## config.mk

```make
export PLATFORM = sky130hd
export DESIGN_NAME = multdiv_unit
export DESIGN_NICKNAME = d
export VERILOG_FILES = /design/src/rtl/multdiv_unit.sv
export SDC_FILE = /design/constraint.sdc
export NUM_CORES = 1
export LEC_CHECK = 0
export CAP_MARGIN = 20
export CORE_MARGIN = 2
export CORE_UTILIZATION = 43
export CTS_BUF_LIST = sky130_fd_sc_hd__clkbuf_4
export CTS_CLUSTER_DIAMETER = 50
export DETAILED_ROUTE_END_ITERATION = 10
export PLACE_DENSITY = 0.66
export SLEW_MARGIN = 20
export SYNTH_ARGS = -nofsm -noshare
export SYNTH_HDL_FRONTEND = slang
export SYNTH_SLANG_ARGS = --single-unit
```

## constraint.sdc

```tcl
create_clock -name clock -period 11.45 [get_ports clock]
set_clock_uncertainty 0.15 [all_clocks]
set_input_delay 2.8625 -clock clock [delete_from_list [all_inputs] [get_ports clock]]
set_output_delay 2.8625 -clock clock [all_outputs]
set_load 0.02 [all_outputs]
```

## src/rtl/multdiv_unit.sv

```systemverilog
// Multi-cycle signed multiply (radix-2 Booth) / divide (non-restoring) unit.
// One bit per cycle; result registered in DONE with a one-cycle ready pulse.
module multdiv_unit #(
    parameter int WIDTH = 32
) (
    input  logic             clock,
    input  logic             reset,
    input  logic [WIDTH-1:0] data_operandA,
    input  logic [WIDTH-1:0] data_operandB,
    input  logic             ctrl_MULT,
    input  logic             ctrl_DIV,
    output logic [WIDTH-1:0] data_result,
    output logic             data_exception,
    output logic             data_resultRDY,
    output logic             busy
);

    typedef enum logic [1:0] {S_IDLE, S_MUL, S_DIV, S_DONE} state_t;

    state_t                  r_state;
    state_t                  w_next;
    logic [5:0]              r_cnt;
    logic signed [WIDTH:0]   r_acc;
    logic signed [WIDTH:0]   r_mcand;
    logic [WIDTH-1:0]        r_q;
    logic                    r_qm1;
    logic [WIDTH-1:0]        r_div;
    logic                    r_is_mul;
    logic                    r_neg;
    logic                    r_dbz;
    logic                    r_ovf;
    logic [WIDTH-1:0]        r_result;
    logic                    r_exc;
    logic                    r_rdy;

    logic                    w_start;
    logic                    w_last;
    logic signed [WIDTH:0]   w_sum;
    logic [WIDTH:0]          w_rsh;
    logic [WIDTH:0]          w_rnew;
    logic [WIDTH-1:0]        w_result;
    logic                    w_exc;

    function automatic logic [WIDTH-1:0] f_mag(input logic [WIDTH-1:0] v);
        return v[WIDTH-1] ? ({WIDTH{1'b0}} - v) : v;
    endfunction

    function automatic logic [WIDTH-1:0] f_apply_sign(input logic [WIDTH-1:0] v,
                                                     input logic neg);
        return neg ? ({WIDTH{1'b0}} - v) : v;
    endfunction

    // Signed overflow: the upper half plus the result sign bit must all agree.
    function automatic logic f_mul_ovf(input logic [2*WIDTH-1:0] p);
        return !((&p[2*WIDTH-1:WIDTH-1]) || !(|p[2*WIDTH-1:WIDTH-1]));
    endfunction

    assign w_start = ctrl_MULT | ctrl_DIV;
    assign w_last  = (r_cnt == 6'd31);
    assign busy    = (r_state != S_IDLE);

    assign data_result    = r_result;
    assign data_exception = r_exc;
    assign data_resultRDY = r_rdy;

    always_ff @(posedge clock or negedge reset) begin
        if (!reset) r_state <= S_IDLE;
        else        r_state <= w_next;
    end

    always_comb begin
        w_next = r_state;
        if (ctrl_MULT) begin
            w_next = S_MUL;
        end else if (ctrl_DIV) begin
            w_next = (data_operandB == '0) ? S_DONE : S_DIV;
        end else begin
            case (r_state)
                S_MUL, S_DIV: if (w_last) w_next = S_DONE;
                S_DONE:       w_next = S_IDLE;
                default:      w_next = S_IDLE;
            endcase
        end
    end

    // Accumulator is one bit wider than the operand so that subtracting a
    // most-negative multiplicand stays exact.
    always_comb begin
        case ({r_q[0], r_qm1})
            2'b01:   w_sum = r_acc + r_mcand;
            2'b10:   w_sum = r_acc - r_mcand;
            default: w_sum = r_acc;
        endcase
    end

    assign w_rsh  = {r_acc[WIDTH-1:0], r_q[WIDTH-1]};
    assign w_rnew = r_acc[WIDTH] ? (w_rsh + {1'b0, r_div}) : (w_rsh - {1'b0, r_div});

    always_comb begin
        w_result = r_q;
        w_exc    = 1'b0;
        if (r_is_mul) begin
            w_exc = f_mul_ovf({r_acc[WIDTH-1:0], r_q});
        end else if (r_dbz) begin
            w_result = '0;
            w_exc    = 1'b1;
        end else begin
            w_result = f_apply_sign(r_q, r_neg);
            w_exc    = r_ovf;
        end
    end

    always_ff @(posedge clock or negedge reset) begin
        if (!reset) begin
            r_cnt    <= '0;
            r_acc    <= '0;
            r_mcand  <= '0;
            r_q      <= '0;
            r_qm1    <= 1'b0;
            r_div    <= '0;
            r_is_mul <= 1'b0;
            r_neg    <= 1'b0;
            r_dbz    <= 1'b0;
            r_ovf    <= 1'b0;
        end else if (ctrl_MULT) begin
            r_cnt    <= '0;
            r_acc    <= '0;
            r_mcand  <= {data_operandA[WIDTH-1], data_operandA};
            r_q      <= data_operandB;
            r_qm1    <= 1'b0;
            r_is_mul <= 1'b1;
        end else if (ctrl_DIV) begin
            r_cnt    <= '0;
            r_acc    <= '0;
            r_q      <= f_mag(data_operandA);
            r_div    <= f_mag(data_operandB);
            r_is_mul <= 1'b0;
            r_neg    <= data_operandA[WIDTH-1] ^ data_operandB[WIDTH-1];
            r_dbz    <= (data_operandB == '0);
            r_ovf    <= (data_operandA == {1'b1, {(WIDTH-1){1'b0}}}) &&
                        (data_operandB == {WIDTH{1'b1}});
        end else begin
            case (r_state)
                S_MUL: begin
                    r_acc <= {w_sum[WIDTH], w_sum[WIDTH:1]};
                    r_q   <= {w_sum[0], r_q[WIDTH-1:1]};
                    r_qm1 <= r_q[0];
                    r_cnt <= r_cnt + 6'd1;
                end
                S_DIV: begin
                    r_acc <= w_rnew;
                    r_q   <= {r_q[WIDTH-2:0], ~w_rnew[WIDTH]};
                    r_cnt <= r_cnt + 6'd1;
                end
                default: ;
            endcase
        end
    end

    // A start sampled in DONE aborts that result: no update, no pulse.
    always_ff @(posedge clock or negedge reset) begin
        if (!reset) begin
            r_result <= '0;
            r_exc    <= 1'b0;
            r_rdy    <= 1'b0;
        end else begin
            r_rdy <= 1'b0;
            if (r_state == S_DONE && !w_start) begin
                r_result <= w_result;
                r_exc    <= w_exc;
                r_rdy    <= 1'b1;
            end
        end
    end

endmodule

```

==> metrics.md <==
| Metric | Value |
|---|---|
| Max_cap viols | `0` |
| Synth-to-layout area growth | `11.43%` |
| Largest net degree at the start of global routing | `78` |
| Worst path bufs/invs | `1` |
| Static leakage power | `6.777 nW` |
| NetSw | `1.200 mW` |
| Pre-antenna DRT Iters | `8` |
| PwrDens | `159.7 mW/mm2` |
| Clock sink count | `176` |
| Crit-path leading delay family | `simple AND/OR/NAND/NOR gates` |
| Crit path time final | `5.886 ns` |
| CP Class | `in2reg` |
| # setup viols final | `0` |
| Fillers | `3,247` |
| Dpl cells | `2,311` |
| Row cnt | `67` |
| Rel. slew slack | `0.3111` |
| Fin. max-slew vios | `0` |
| Avg Synthesized Cell Area | `8.028 um2` |
| CTS resizes | `0` |
| #FFs+latches synth | `176` |
| Clk slew on worst S/H paths | `0.16 ns` |
| Clock network power share | `0.155` |
| Synth area leader | `dfrtp_1` |
| RSZ-0062 raised after global routing | `false` |
| Setup Buffers After CTS | `0` |
| CORE AREA | `0.03362 mm2` |
| Drt via density | `6.024` |
| Vias in the first global route | `13,500` |
| First-pass GRT wire length | `78.19 mm` |
| FFs w/ async S/R, synth | `1.000` |
| Share of cells above drive strength 1 | `0.05541` |
| Internal power | `1.422 mW` |
| Hold slack | `0.3514 ns` |
| Cell Chain, Critical Path | `clkdlybuf4s50_1 > nor4_1 > nand4b_1 > nor3_1 > nand2_1 > o31ai_1 > xnor2_1 > a222oi_1 > a21oi_1` |
| Drt total wl | `49.75 mm` |
| Post-DP Area | `0.01612 mm2` |
| Worst vdd ir | `0.08600 mV` |
| Crit-path max FO | `5` |
| Synth Cell Area | `0.01474 mm2` |
| Most used DFF post-synth | `dfrtp_1` |
| Post-CTS Hold Buffers | `0` |
| Hold crit path type | `reg2reg` |
| Detailed Route Iter0 Violations | `1,269` |
| Die area | `0.03577 mm2` |
| Worst Path Required | `11.80 ns` |
| Critical path capture point type | `register` |
| Switching share of power | `0.4577` |
| Worst skew pair latency | `0.62 ns` |
| Worst Tran Pin Value | `1.025 ns` |
| Syn Inst Count | `1,836` |
| F_max | `0.1699 GHz` |
| Synthesized net count | `1,982` |
| Final #Nets | `2,028` |
| Finished Cell Area | `0.01642 mm2` |
| Final worst path period share | `0.5141` |
| Startpoint Class | `input pin` |
| Number of top-level pins | `103` |
| Initial antenna violation count | `1` |
| Clock root cell | `clkbuf_4` |
| Status | `completed` |
| TritonCTS Buffers | `17` |
| Starting Density | `0.4385` |
| Synth top area share | `0.2988` |
| Overall Global Routing Usage | `0.2796` |
| Grt ovf | `0` |
| Area of the multi-input gates | `0.009808 mm2` |
| Worst path arrival time | `6.24 ns` |
| CTS tree | `yes` |
| Synth top area cells | `dfrtp_1 30%, ha_1 6.5%, xor2_1 6.4%` |
| Register area | `0.004404 mm2` |
| Chip width | `189.1 um` |
| Non-filler cells in the finished layout | `2,344` |
| Setup TNS Final | `0 ns` |
| Drt drc | `0` |
| Ys Warns | `0` |
| Flop pwr share | `0.332` |
| H-tree Lvls | `4` |
| Wirelength per Cell | `21.23 um` |
| Vias | `14,120` |
| Layout Utilization | `0.4886` |
| Worst path slowest cell | `nor3_1` |
| Cell variety after synth | `69` |
| Post-synthesis sequential area ratio | `0.2988` |
| Gate power share | `0.514` |
| I/O Buffers | `102` |
| Routability congestion estimate | `0.9686` |
| DPL Wire Length | `37.72 mm` |
| Antenna Nets Post-Route | `0` |
| CTS max path bufs | `2` |
| Endpoints failing hold | `0` |
| Post-synth EDFFs | `0` |
| Die height | `189.1 um` |
| Crit path largest cell delay | `0.74 ns` |
power groups by stage:
stage	registers, mW	logic [mW]	clock network [mW]
6_report	0.870	1.35	0.405
2_1_floorplan	0.883	0.881	0
4_1_cts	0.868	1.34	0.410
3_5_place_dp	0.880	1.33	0
5_1_grt	0.887	1.49	0.433
3_3_place_gp	0.876	1.32	0
path summary, 6_finish.rpt:
kind | start | endpoint | slack, ns | depth (start not counted)
worst min register to register | data_result[12]$_DFFE_PN0P_ | data_result[12]$_DFFE_PN0P_ | 0.35 | 2
max in group asynchronous | reset | data_result[25]$_DFFE_PN0P_ | 7.80 | 2
worst min-delay path | data_result[12]$_DFFE_PN0P_ | data_result[12]$_DFFE_PN0P_ | 0.35 | 2
min in group asynchronous | reset | r_mcand[8]$_DFFE_PN0P_ | 2.14 | 1
worst max register to register | r_mcand[2]$_DFFE_PN0P_ | r_acc[32]$_DFFE_PN0P_ | 5.88 | 15
worst max-delay path | data_operandA[4] | r_q[26]$_DFFE_PN0P_ | 5.56 | 9
synthesized netlist by cell type (20+ instances only):
| cell type | n |
|---|---|
| dfrtp_1 | 176 |
| or3_1 | 20 |
| ha_1 | 76 |
| nand2b_1 | 21 |
| nand4_1 | 25 |
| a211oi_1 | 60 |
| o31ai_1 | 26 |
| nor4_1 | 27 |
| mux2_2 | 31 |
| nor2b_1 | 39 |
| o21ai_0 | 186 |
| a21oi_1 | 157 |
| nor3_1 | 52 |
| nand2_1 | 215 |
| a21o_1 | 26 |
| nor2_1 | 115 |
| clkbuf_1 | 76 |
| xnor2_1 | 86 |
| xor2_1 | 107 |
| nand3_1 | 35 |
| inv_1 | 54 |
layout by cell type, fill, tap and decap left out, drive strengths merged, types with 17 or more instances in the layout:
master,count
xor2,107
buf,20
nand4,25
xnor2,86
nand2,215
mux2,31
nor3,52
nor4,27
dfrtp,176
clkdlybuf4s50,99
a21oi,157
nand2b,21
inv,61
o31ai,27
or3,21
nor2,115
mux2i,17
a211oi,60
a21o,26
clkbuf,17
a31oi,17
nand3,35
nor2b,39
ha,76
o21ai,189
worst register-to-register path, cell delays in order, from the launching register on:
cell	delay (ns)
dfrtp_1	0.47
nor4_1	0.47
nand2_1	0.19
nor3_1	0.86
a21oi_1	0.18
xnor2_1	0.42
ha_1	0.37
a21oi_1	0.18
o21ai_0	0.18
a2111oi_0	0.32
nand3_1	0.23
a41o_1	0.36
a221oi_1	0.27
mux2_2	0.39
mux2i_1	0.23
o221ai_1	0.17
layer usage:
| metal | GRT usage | vias to the layer above | wire (um) |
|---|---|---|---|
| met1 | 0.3934 | 6786 | 22740 |
| met2 | 0.4359 | 469 | 22140 |
| met5 | 0 | - | 0 |
| met3 | 0.04634 | 83 | 3396 |
| met4 | 0.09345 | 0 | 1482 |
| li1 | - | 6783 | - |
cell families (layout without fill, tap and decap cells):
group | count (synthesis) | count (layout) | share of synthesized area
DFF | 176 | 176 | 0.2988
AOI/OAI and AO/OA | 586 | 586 | 0.2476
other | 0 | 1 | 0
xor gates and xnor gates | 193 | 193 | 0.1147
adders and majority gates | 78 | 78 | 0.06723
muxes | 48 | 48 | 0.03523
and+or+nand+nor | 608 | 608 | 0.1990
buffers and inverters | 147 | 206 | 0.03744
flip-flops by register name, summed over array words and instances, names as in the netlist:
name,cells
r_dbz,1
r_qm1,1
data_result,32
r_is_mul,1
r_acc,33
r_cnt,6
r_mcand,32
data_exception,1
r_neg,1
data_resultRDY,1
r_q,32
r_ovf,1
r_state,2
r_div,32
metrics by stage:
stage / total power [mW] / worst slack [ns]
final: 2.622 / 5.564
after global routing: 2.807 / 5.298
after CTS: 2.615 / 5.694
after detailed placement: 2.209 / 5.022
after global placement: 2.192 / 5.155
after floorplan: 1.764 / 5.911
final cells by class:
class | instances | area share
antenna | 1 | 0.0001524
clock inverter | 15 | 0.01044
inverter | 55 | 0.01257
timing repair buffer | 119 | 0.06956
sequential | 176 | 0.2682
tap | 448 | 0.03413
clock buffer | 17 | 0.007771
multi-input combinational | 1513 | 0.5972
(Power assumes the default switching activity.)
